$ cat config.mk
export PLATFORM = sky130hd
export DESIGN_NAME = mant_div_24bit
export DESIGN_NICKNAME = d
export VERILOG_FILES = /design/src/rtl/mant_div_24bit_pkg.sv /design/src/rtl/mant_div_24bit_div_step.sv /design/src/rtl/mant_div_24bit.sv
export SDC_FILE = /design/constraint.sdc
export NUM_CORES = 1
export LEC_CHECK = 0
export ABC_AREA = 1
export ABC_CLOCK_PERIOD_IN_PS = 4300
export CAP_MARGIN = 20
export CORE_UTILIZATION = 44
export CTS_BUF_LIST = sky130_fd_sc_hd__clkbuf_8
export DETAILED_ROUTE_END_ITERATION = 16
export GPL_TIMING_DRIVEN = 0
export PLACE_DENSITY = 0.66
export SLEW_MARGIN = 20
export SYNTH_ARGS = -nofsm -noshare
export SYNTH_HDL_FRONTEND = slang
export SYNTH_SLANG_ARGS = --single-unit
$ cat constraint.sdc
create_clock -name clk -period 4.3 [get_ports clk]
set_input_delay 0.43 -clock clk [delete_from_list [all_inputs] [get_ports clk]]
set_output_delay 0.43 -clock clk [all_outputs]
set_load 0.01 [all_outputs]
$ cat src/rtl/mant_div_24bit_pkg.sv
// Shared constants and state encoding for the sequential 24-bit mantissa divider.
package mant_div_24bit_pkg;

  localparam int WIDTH = 24;
  localparam int QW    = WIDTH + 2;

  localparam logic [QW-1:0] Q_SAT = {QW{1'b1}};

  typedef enum logic [1:0] {
    IDLE = 2'd0,
    CALC = 2'd1,
    DONE = 2'd2
  } state_t;

endpackage

$ cat src/rtl/mant_div_24bit_div_step.sv
// One combinational restoring-division step: optional left shift, trial subtract, restore.
module mant_div_24bit_div_step #(
  parameter int WIDTH = 24
) (
  input  logic [WIDTH:0]   r,
  input  logic [WIDTH-1:0] b,
  input  logic             shift_en,
  output logic [WIDTH:0]   r_next,
  output logic             qbit
);

  logic [WIDTH:0] r_sh_s;
  logic [WIDTH:0] b_ext_s;

  // r < b holds between steps, so 2r always fits in WIDTH+1 bits.
  assign r_sh_s  = shift_en ? {r[WIDTH-1:0], 1'b0} : r;
  assign b_ext_s = {1'b0, b};
  assign qbit    = (r_sh_s >= b_ext_s);
  assign r_next  = qbit ? (r_sh_s - b_ext_s) : r_sh_s;

endmodule

$ cat src/rtl/mant_div_24bit.sv
// Sequential unsigned mantissa divider: q = floor(a * 2^25 / b), one quotient bit per clock.
module mant_div_24bit
  import mant_div_24bit_pkg::*;
#(
  parameter int WIDTH = 24
) (
  input  logic              clk,
  input  logic              rst,
  input  logic              in_valid,
  output logic              in_ready,
  input  logic [WIDTH-1:0]  a,
  input  logic [WIDTH-1:0]  b,
  output logic              out_valid,
  input  logic              out_ready,
  output logic [WIDTH+1:0]  q,
  output logic [WIDTH-1:0]  rem,
  output logic              sticky,
  output logic              dz,
  output logic              ovf,
  output logic              busy
);

  localparam int QW    = WIDTH + 2;
  localparam int CNT_W = $clog2(QW);
  localparam logic [CNT_W-1:0] CNT_INIT = CNT_W'(QW - 1);

  state_t           state_r;
  logic [WIDTH:0]   r_r;
  logic [WIDTH-1:0] b_r;
  logic [CNT_W-1:0] cnt_r;
  logic [WIDTH:0]   r_next_s;
  logic             qbit_s;
  logic             shift_en_s;

  // The first CALC step compares a against b directly; every later step doubles r first.
  assign shift_en_s = (cnt_r != CNT_INIT);

  mant_div_24bit_div_step #(.WIDTH(WIDTH)) u_step (
    .r        (r_r),
    .b        (b_r),
    .shift_en (shift_en_s),
    .r_next   (r_next_s),
    .qbit     (qbit_s)
  );

  // Control FSM with all outputs registered.
  always_ff @(posedge clk) begin
    if (rst) begin
      state_r   <= IDLE;
      in_ready  <= 1'b1;
      out_valid <= 1'b0;
      busy      <= 1'b0;
      q         <= {QW{1'b0}};
      rem       <= {WIDTH{1'b0}};
      sticky    <= 1'b0;
      dz        <= 1'b0;
      ovf       <= 1'b0;
      r_r       <= {(WIDTH+1){1'b0}};
      b_r       <= {WIDTH{1'b0}};
      cnt_r     <= {CNT_W{1'b0}};
    end else begin
      case (state_r)
        IDLE: begin
          if (in_valid && in_ready) begin
            b_r      <= b;
            in_ready <= 1'b0;
            busy     <= 1'b1;
            dz       <= 1'b0;
            ovf      <= 1'b0;
            rem      <= {WIDTH{1'b0}};
            sticky   <= 1'b0;
            if (b == {WIDTH{1'b0}}) begin
              dz      <= 1'b1;
              q       <= {QW{1'b1}};
              state_r <= DONE;
            end else if ({1'b0, a} >= {b, 1'b0}) begin
              ovf     <= 1'b1;
              q       <= {QW{1'b1}};
              state_r <= DONE;
            end else begin
              q       <= {QW{1'b0}};
              r_r     <= {1'b0, a};
              cnt_r   <= CNT_INIT;
              state_r <= CALC;
            end
          end
        end
        CALC: begin
          r_r   <= r_next_s;
          q     <= {q[QW-2:0], qbit_s};
          cnt_r <= cnt_r - {{(CNT_W-1){1'b0}}, 1'b1};
          if (cnt_r == {CNT_W{1'b0}}) begin
            rem       <= r_next_s[WIDTH-1:0];
            sticky    <= |r_next_s[WIDTH-1:0];
            out_valid <= 1'b1;
            state_r   <= DONE;
          end
        end
        DONE: begin
          // Early-exit (dz/ovf) results arrive here with out_valid still low; raise it one cycle later.
          if (!out_valid) begin
            out_valid <= 1'b1;
          end else if (out_ready) begin
            out_valid <= 1'b0;
            in_ready  <= 1'b1;
            busy      <= 1'b0;
            state_r   <= IDLE;
          end
        end
        default: begin
          state_r   <= IDLE;
          in_ready  <= 1'b1;
          out_valid <= 1'b0;
          busy      <= 1'b0;
        end
      endcase
    end
  end

endmodule

## After elaboration in Yosys (flattened, before gate mapping)

Index checks and enable logic that the tools add are counted.

- Flip-flop bits (word level): 112
- Output and inout bits: 56
- Input port bits: 52

- Mux-type cells: 41
- Order comparisons: 2
- Eq/ne operators: 9
- Bitwise logic cells: 2
- $add $sub $neg: 2
- Reductions and logical operators: 13

Operators by type and width:

| kind | number |
|---|---|
| $mux 25 | 5 |
| $mux 26 | 3 |
| $pmux 26 s2 | 1 |
| $pmux 25 s2 | 1 |
| $mux 24 | 2 |
| $pmux 24 s2 | 1 |
| $ge 24x25->1 | 1 |
| $ge 25x24->1 | 1 |
| $sub 25x24->25 | 1 |
| $logic_not 24->1 | 1 |
| $reduce_or 24->1 | 1 |
| $mux 5 | 3 |
| $mux 1 | 13 |
| $mux 2 | 6 |
| $ne 2x2->1 const B | 6 |
| $reduce_and 4->1 | 3 |
| $pmux 5 s2 | 1 |
| $pmux 1 s3 | 3 |
| $pmux 2 s3 | 1 |
| $reduce_and 2->1 | 3 |
| $logic_not 5->1 | 1 |
| $ne 5x5->1 const B | 1 |
| $sub 5x1->5 const B | 1 |
| $reduce_and 3->1 | 1 |
| 7 further kinds | 8 |

## Depth between registers and ports, before layout

Gate-level depths: netlist (run 1).

- Depth after elaboration: 7
- Gate-level depth with buffers: 29

## Hierarchy

Synthesis (run 1) repeated with hierarchy kept, for this count alone.

- Cells, all modules: 1308
- Area total of the unflattened synthesis: 8222.9 um2

By module, submodules not included:

| module | area each (um2) | times used | cells an instance |
|---|---|---|---|
| mant_div_24bit | 5511.5 | 1 | 734 |
| mant_div_24bit_div_step | 2711.4 | 1 | 574 |

## Least setup slack after synthesis (run 1)

No wires, ideal clock.

- Kind: register to register
- Start point: register cnt_r[1]
- End point: register sticky
- Data required time: 4.169 ns
- Arrival: 3.012 ns
- Library setup time: 0.131 ns
- Period minus slack after synthesis: 3.143 ns
- Slack: 1.157 ns
- Stages on the path, launching flop included: 26
- Cells stage by stage: dfxtp_1 > inv_1 > ha_1 > nand2_1 > inv_1 > nand2_2 > buf_4 > mux2_2 > ha_1 > nand2_2 > inv_2 > a21oi_2 > inv_2 > a21oi_4 > inv_1 > nand2_1 > nand3_4 > buf_6 > nand2_1 > nand2_1 > nor2_1 > nand2_1 > nor2_1 > nand3_1 > nand2_1 > a21oi_2

- Longest elaborated chain between the ends: 7
- Elaborated cells on any way between the ends: 11
- Classes of those cells: 1 x add/sub; 1 x order compare; 2 x eq/ne; 4 x mux; 3 x reduce/logical

RTL lines:

| item | RTL line | source |
|---|---|---|
| start, declared | mant_div_24bit.sv:30 | `logic [CNT_W-1:0] cnt_r;` |
| start signal, assigned | mant_div_24bit.sv:60 | `cnt_r <= {CNT_W{1'b0}};` |
| start signal, assigned | mant_div_24bit.sv:91 | `cnt_r <= cnt_r - {{(CNT_W-1){1'b0}}, 1'b1};` |
| $ne 5x5->1 | mant_div_24bit.sv:36 | `assign shift_en_s = (cnt_r != CNT_INIT);` |
| $mux 25 | mant_div_24bit_div_step.sv:16 | `assign r_sh_s = shift_en ? {r[WIDTH-1:0], 1'b0} : r;` |
| $sub 25x24->25 / $ge 25x24->1 (equally long branches) | mant_div_24bit_div_step.sv:19, mant_div_24bit_div_step.sv:18 |  |
| $mux 25 | mant_div_24bit_div_step.sv:19 | `assign r_next = qbit ? (r_sh_s - b_ext_s) : r_sh_s;` |
| $reduce_or 24->1 | mant_div_24bit.sv:94 | `sticky <= \|r_next_s[WIDTH-1:0];` |
| $mux 1 | mant_div_24bit.sv:92 | `if (cnt_r == {CNT_W{1'b0}}) begin` |
| $pmux 1 s2 | mant_div_24bit.sv:62 | `case (state_r)` |
| end signal, assigned | mant_div_24bit.sv:94 |  |
| end, declared | mant_div_24bit.sv:17 | `output logic sticky,` |

Several ways; a longest one is shown, not always the timed one. The select of a mux whose other input is x is not followed.
A chain may end at the register's enable or synchronous reset.

## Worst setup path after layout (run 1)

Ends and elaborated chain as after synthesis.

==> flow_metrics.tcl, run 1 <==
set metrics [dict create \
    power_leakage_nw 4.48 \
    cts_buffers 9 \
    power_mw 8.40 \
    hold_violations 0 \
    fillers 1804 \
    reg2reg_from "cnt_r[1]" \
    yosysWarnings 0 \
    post-place-ws_ns 0.182 \
    drv_slew 0 \
    first_global_vias 7655 \
    fmax_ghz 0.245 \
    antenna_found_initial 0 \
    peakVddDrop_mv 0.376 \
    synthTopCellsByArea "dfxtp_1 (29%), nand2_1 (14%), a21oi_1 (10%)" \
    placed_cells 1537 \
    grt-busiest-layer "met2" \
    viasPerCell 5.16 \
    path_clk_slew_ns 0.13 \
    finClkSkew_ns 0.0211 \
    clk_latency_ns 0.42 \
    die_h_um 135 \
    finalWorstSetupSlack_ns 0.227 \
    cp.arrival_ns 4.36 \
    outcome "complete, no violations" \
    netlist_instances 1205 \
    drc 0 \
    critPathMaxFanout 10 \
    ys_dominant_reg_cell "dfxtp_1" \
    ys_top_cells_by_count "nand2_1 (300), inv_1 (172), a21oi_1 (157), dfxtp_1 (112), o21ai_0 (99)" \
    met3_usage 0.0617 \
    cpMaxStageDelayCell "dfxtp_1" \
    period_share 0.947 \
    endpoint_kind "flip-flop" \
    ys_ff_latch 112 \
    dieWidth_um 135 \
    antenna_cells 0 \
    post-route-util 0.542 \
    wire_per_inst_um 16.6 \
    grt_max_degree 22 \
    num_rows 48 \
    ys_seq_area_frac 0.287 \
    dpl.hpwl_um 21300 \
    final-seq-area_um2 2240 \
    drtAntennaViolNets 0 \
    gp_congestion 0.923 \
    yosysMostFrequentCell "nand2_1" \
    placed_area_um2 9150 \
    drive_above_1_share 0.0700 \
    ys_async_sr_fraction 0 \
    maxSlewHeadroom 0.545 \
    grt-ovfl-total 0 \
    grt_util_met2 0.469 \
    grt_use_met1 0.380 \
    setup_tns_ns 0 \
    fin_nets 1429 \
    fin_cells 1553 \
    min_period_ns 4.07 \
    synth-edff-count 0 \
    criticalPathCategory "flip-flop to flip-flop" \
    reg2regPathDepth 29 \
    rsz0062_at_grt "no" \
    grt_pass1_wl_um 40300 \
    whs_ns 0.477 \
    cts_tree "built" \
    drt-total-wl_um 25800 \
    r2r_setup_slack_ns 0.23 \
    area_growth_pct 20.2 \
    cp_data_required_time_ns 4.59 \
    syn-cell-area_um2 7800 \
    power_density_nw_per_um2 896 \
    start_util 0.451 \
    setup_viol 0 \
    syn_avg_cell_area_um2 6.47 \
    port_buffers 107 \
    final_area_um2 9370 \
    ioPinCount 108 \
    synth_top_area_cell "dfxtp_1" \
    synth_top_area_share 0.287 \
    first_iter_violations 624 \
    die_area_um2 18300 \
    multi_input_area_um2 4610 \
    dr.pass1.iters 5 \
    cp_common_cell "nand2_1" \
    vias 8006 \
    slowest_delay_ns 0.37 \
    hp-class "flip-flop to flip-flop" \
    postCtsHoldBufs 0 \
    synth.distinct_cells 49 \
    synthesis.nets 1311 \
    cts-root-buf "clkbuf_8" \
    grt_usage 0.290 \
    numClockSinks 112 \
    cts_max_path_buffers 2 \
    start_kind "flip-flop" \
    worstSetupStartpoint "cnt_r[1]" \
    htree_levels 3 \
    tightestPinTransition_ns 0.682 \
    cap_violations 0 \
    setup.worst_path.end "sticky" \
    r2r_end "sticky" \
    core_area_um2 17300 \
]
==> layer usage <==
metal  up-vias  part of all wire  routed length [um]
met2       226              0.45               11600
met1      3597              0.46               11800
met3        35             0.066                1690
li1       4148                 -                   -
met5         -                 0                   0
met4         0             0.027                 707
==> worst max-delay path: cells and delay by family (launching register included) <==
kind / cells / cell delay (ns)
simple gates: 17 / 1.89
flops: 1 / 0.37
fa+ha+maj: 2 / 0.53
buf+inv: 8 / 0.92
compound gates: 2 / 0.18
==> power breakdown <==
group / total, mW / leakage (nW) / internal [mW] / switching, mW
combinational: 6.06 / 3.46 / 2.10 / 3.96
clock: 0.666 / 0.105 / 0.247 / 0.419
sequential: 1.67 / 0.920 / 1.41 / 0.259
total: 8.40 / 4.48 / 3.76 / 4.64
==> kinds of logic (layout without fill, tap and decap cells) <==
group | after synthesis | after routing | share of synthesized area
adders and majority gates | 54 | 54 | 0.0876
DFF | 112 | 112 | 0.287
muxes | 9 | 9 | 0.0130
and+or+nand+nor | 481 | 481 | 0.265
buffers and inverters | 236 | 359 | 0.123
AOI/OAI and AO/OA | 297 | 297 | 0.206
xor gates and xnor gates | 16 | 16 | 0.0180
==> sequential cells by signal, indices dropped and copies added, names as in the netlist <==
| signal | flops |
|---|---|
| b_r | 24 |
| busy | 1 |
| cnt_r | 5 |
| dz | 1 |
| in_ready | 1 |
| out_valid | 1 |
| ovf | 1 |
| q | 26 |
| r_r | 25 |
| rem | 24 |
| state_r | 2 |
| sticky | 1 |
==> worst min path at each step <==
stage	from	slack [ns]	cells after the start	to
after detailed placement	busy	0.46	1	busy
after global placement	ovf	0.45	2	ovf
after CTS	r_r[18]	0.48	2	r_r[18]
after global routing	rem[0]	0.51	2	rem[0]
after floorplan	r_r[18]	0.44	2	r_r[18]
final	ovf	0.48	2	ovf
==> layout by cell type (no fill, tap or decap), types with 3 or more instances in the layout <==
| cell type | instances |
|---|---|
| nor2_1 | 74 |
| inv_1 | 172 |
| dfxtp_1 | 112 |
| a211oi_1 | 4 |
| o211ai_1 | 7 |
| nor2_4 | 4 |
| ha_1 | 52 |
| o21ai_1 | 7 |
| xnor2_1 | 4 |
| a21oi_1 | 157 |
| clkdlybuf4s50_1 | 107 |
| nor3_1 | 5 |
| nand4_1 | 16 |
| inv_6 | 3 |
| buf_2 | 10 |
| inv_2 | 11 |
| xor2_1 | 12 |
| buf_6 | 5 |
| nand2_1 | 299 |
| buf_4 | 6 |
| a22oi_1 | 10 |
| o21ai_0 | 95 |
| clkbuf_1 | 27 |
| nor2_2 | 5 |
| clkbuf_8 | 10 |
| nand3_2 | 4 |
| mux2_2 | 9 |
| nand2_2 | 9 |
| nand3_1 | 54 |
==> repair_timing <==
action | in CTS | in global routing
resized for setup | 0 | 9
endpoints found under the setup margin | 0 | 1
buffers inserted | 0 | 0
endpoints found under the hold margin | 0 | 0
==> final cells by class <==
type / count / share of cell area
multi-input combinational: 857 / 0.491
clock buffer: 10 / 0.0147
sequential: 112 / 0.239
tap: 225 / 0.0300
buffer: 51 / 0.0290
timing repair buffer: 107 / 0.114
clock inverter: 6 / 0.00747
inverter: 185 / 0.0741
Power figures use the tool's default switching activity.
==> run 2, diff against run 1 <==
--- a/config.mk
+++ b/config.mk
@@ -13,7 +13,6 @@
 export DETAILED_ROUTE_END_ITERATION = 16
 export GPL_TIMING_DRIVEN = 0
 export PLACE_DENSITY = 0.66
-export SLEW_MARGIN = 20
 export SYNTH_ARGS = -nofsm -noshare
 export SYNTH_HDL_FRONTEND = slang
 export SYNTH_SLANG_ARGS = --single-unit
==> results of run 2 <==
The final DEF is identical to that of run 1; final timing and power are the same.
==> run 3, diff against run 2 <==
--- a/config.mk
+++ b/config.mk
@@ -16,3 +16,4 @@
 export SYNTH_ARGS = -nofsm -noshare
 export SYNTH_HDL_FRONTEND = slang
 export SYNTH_SLANG_ARGS = --single-unit
+export TNS_END_PERCENT = 30
==> results of run 3 <==
The final DEF is identical to that of run 1; final timing and power are the same.
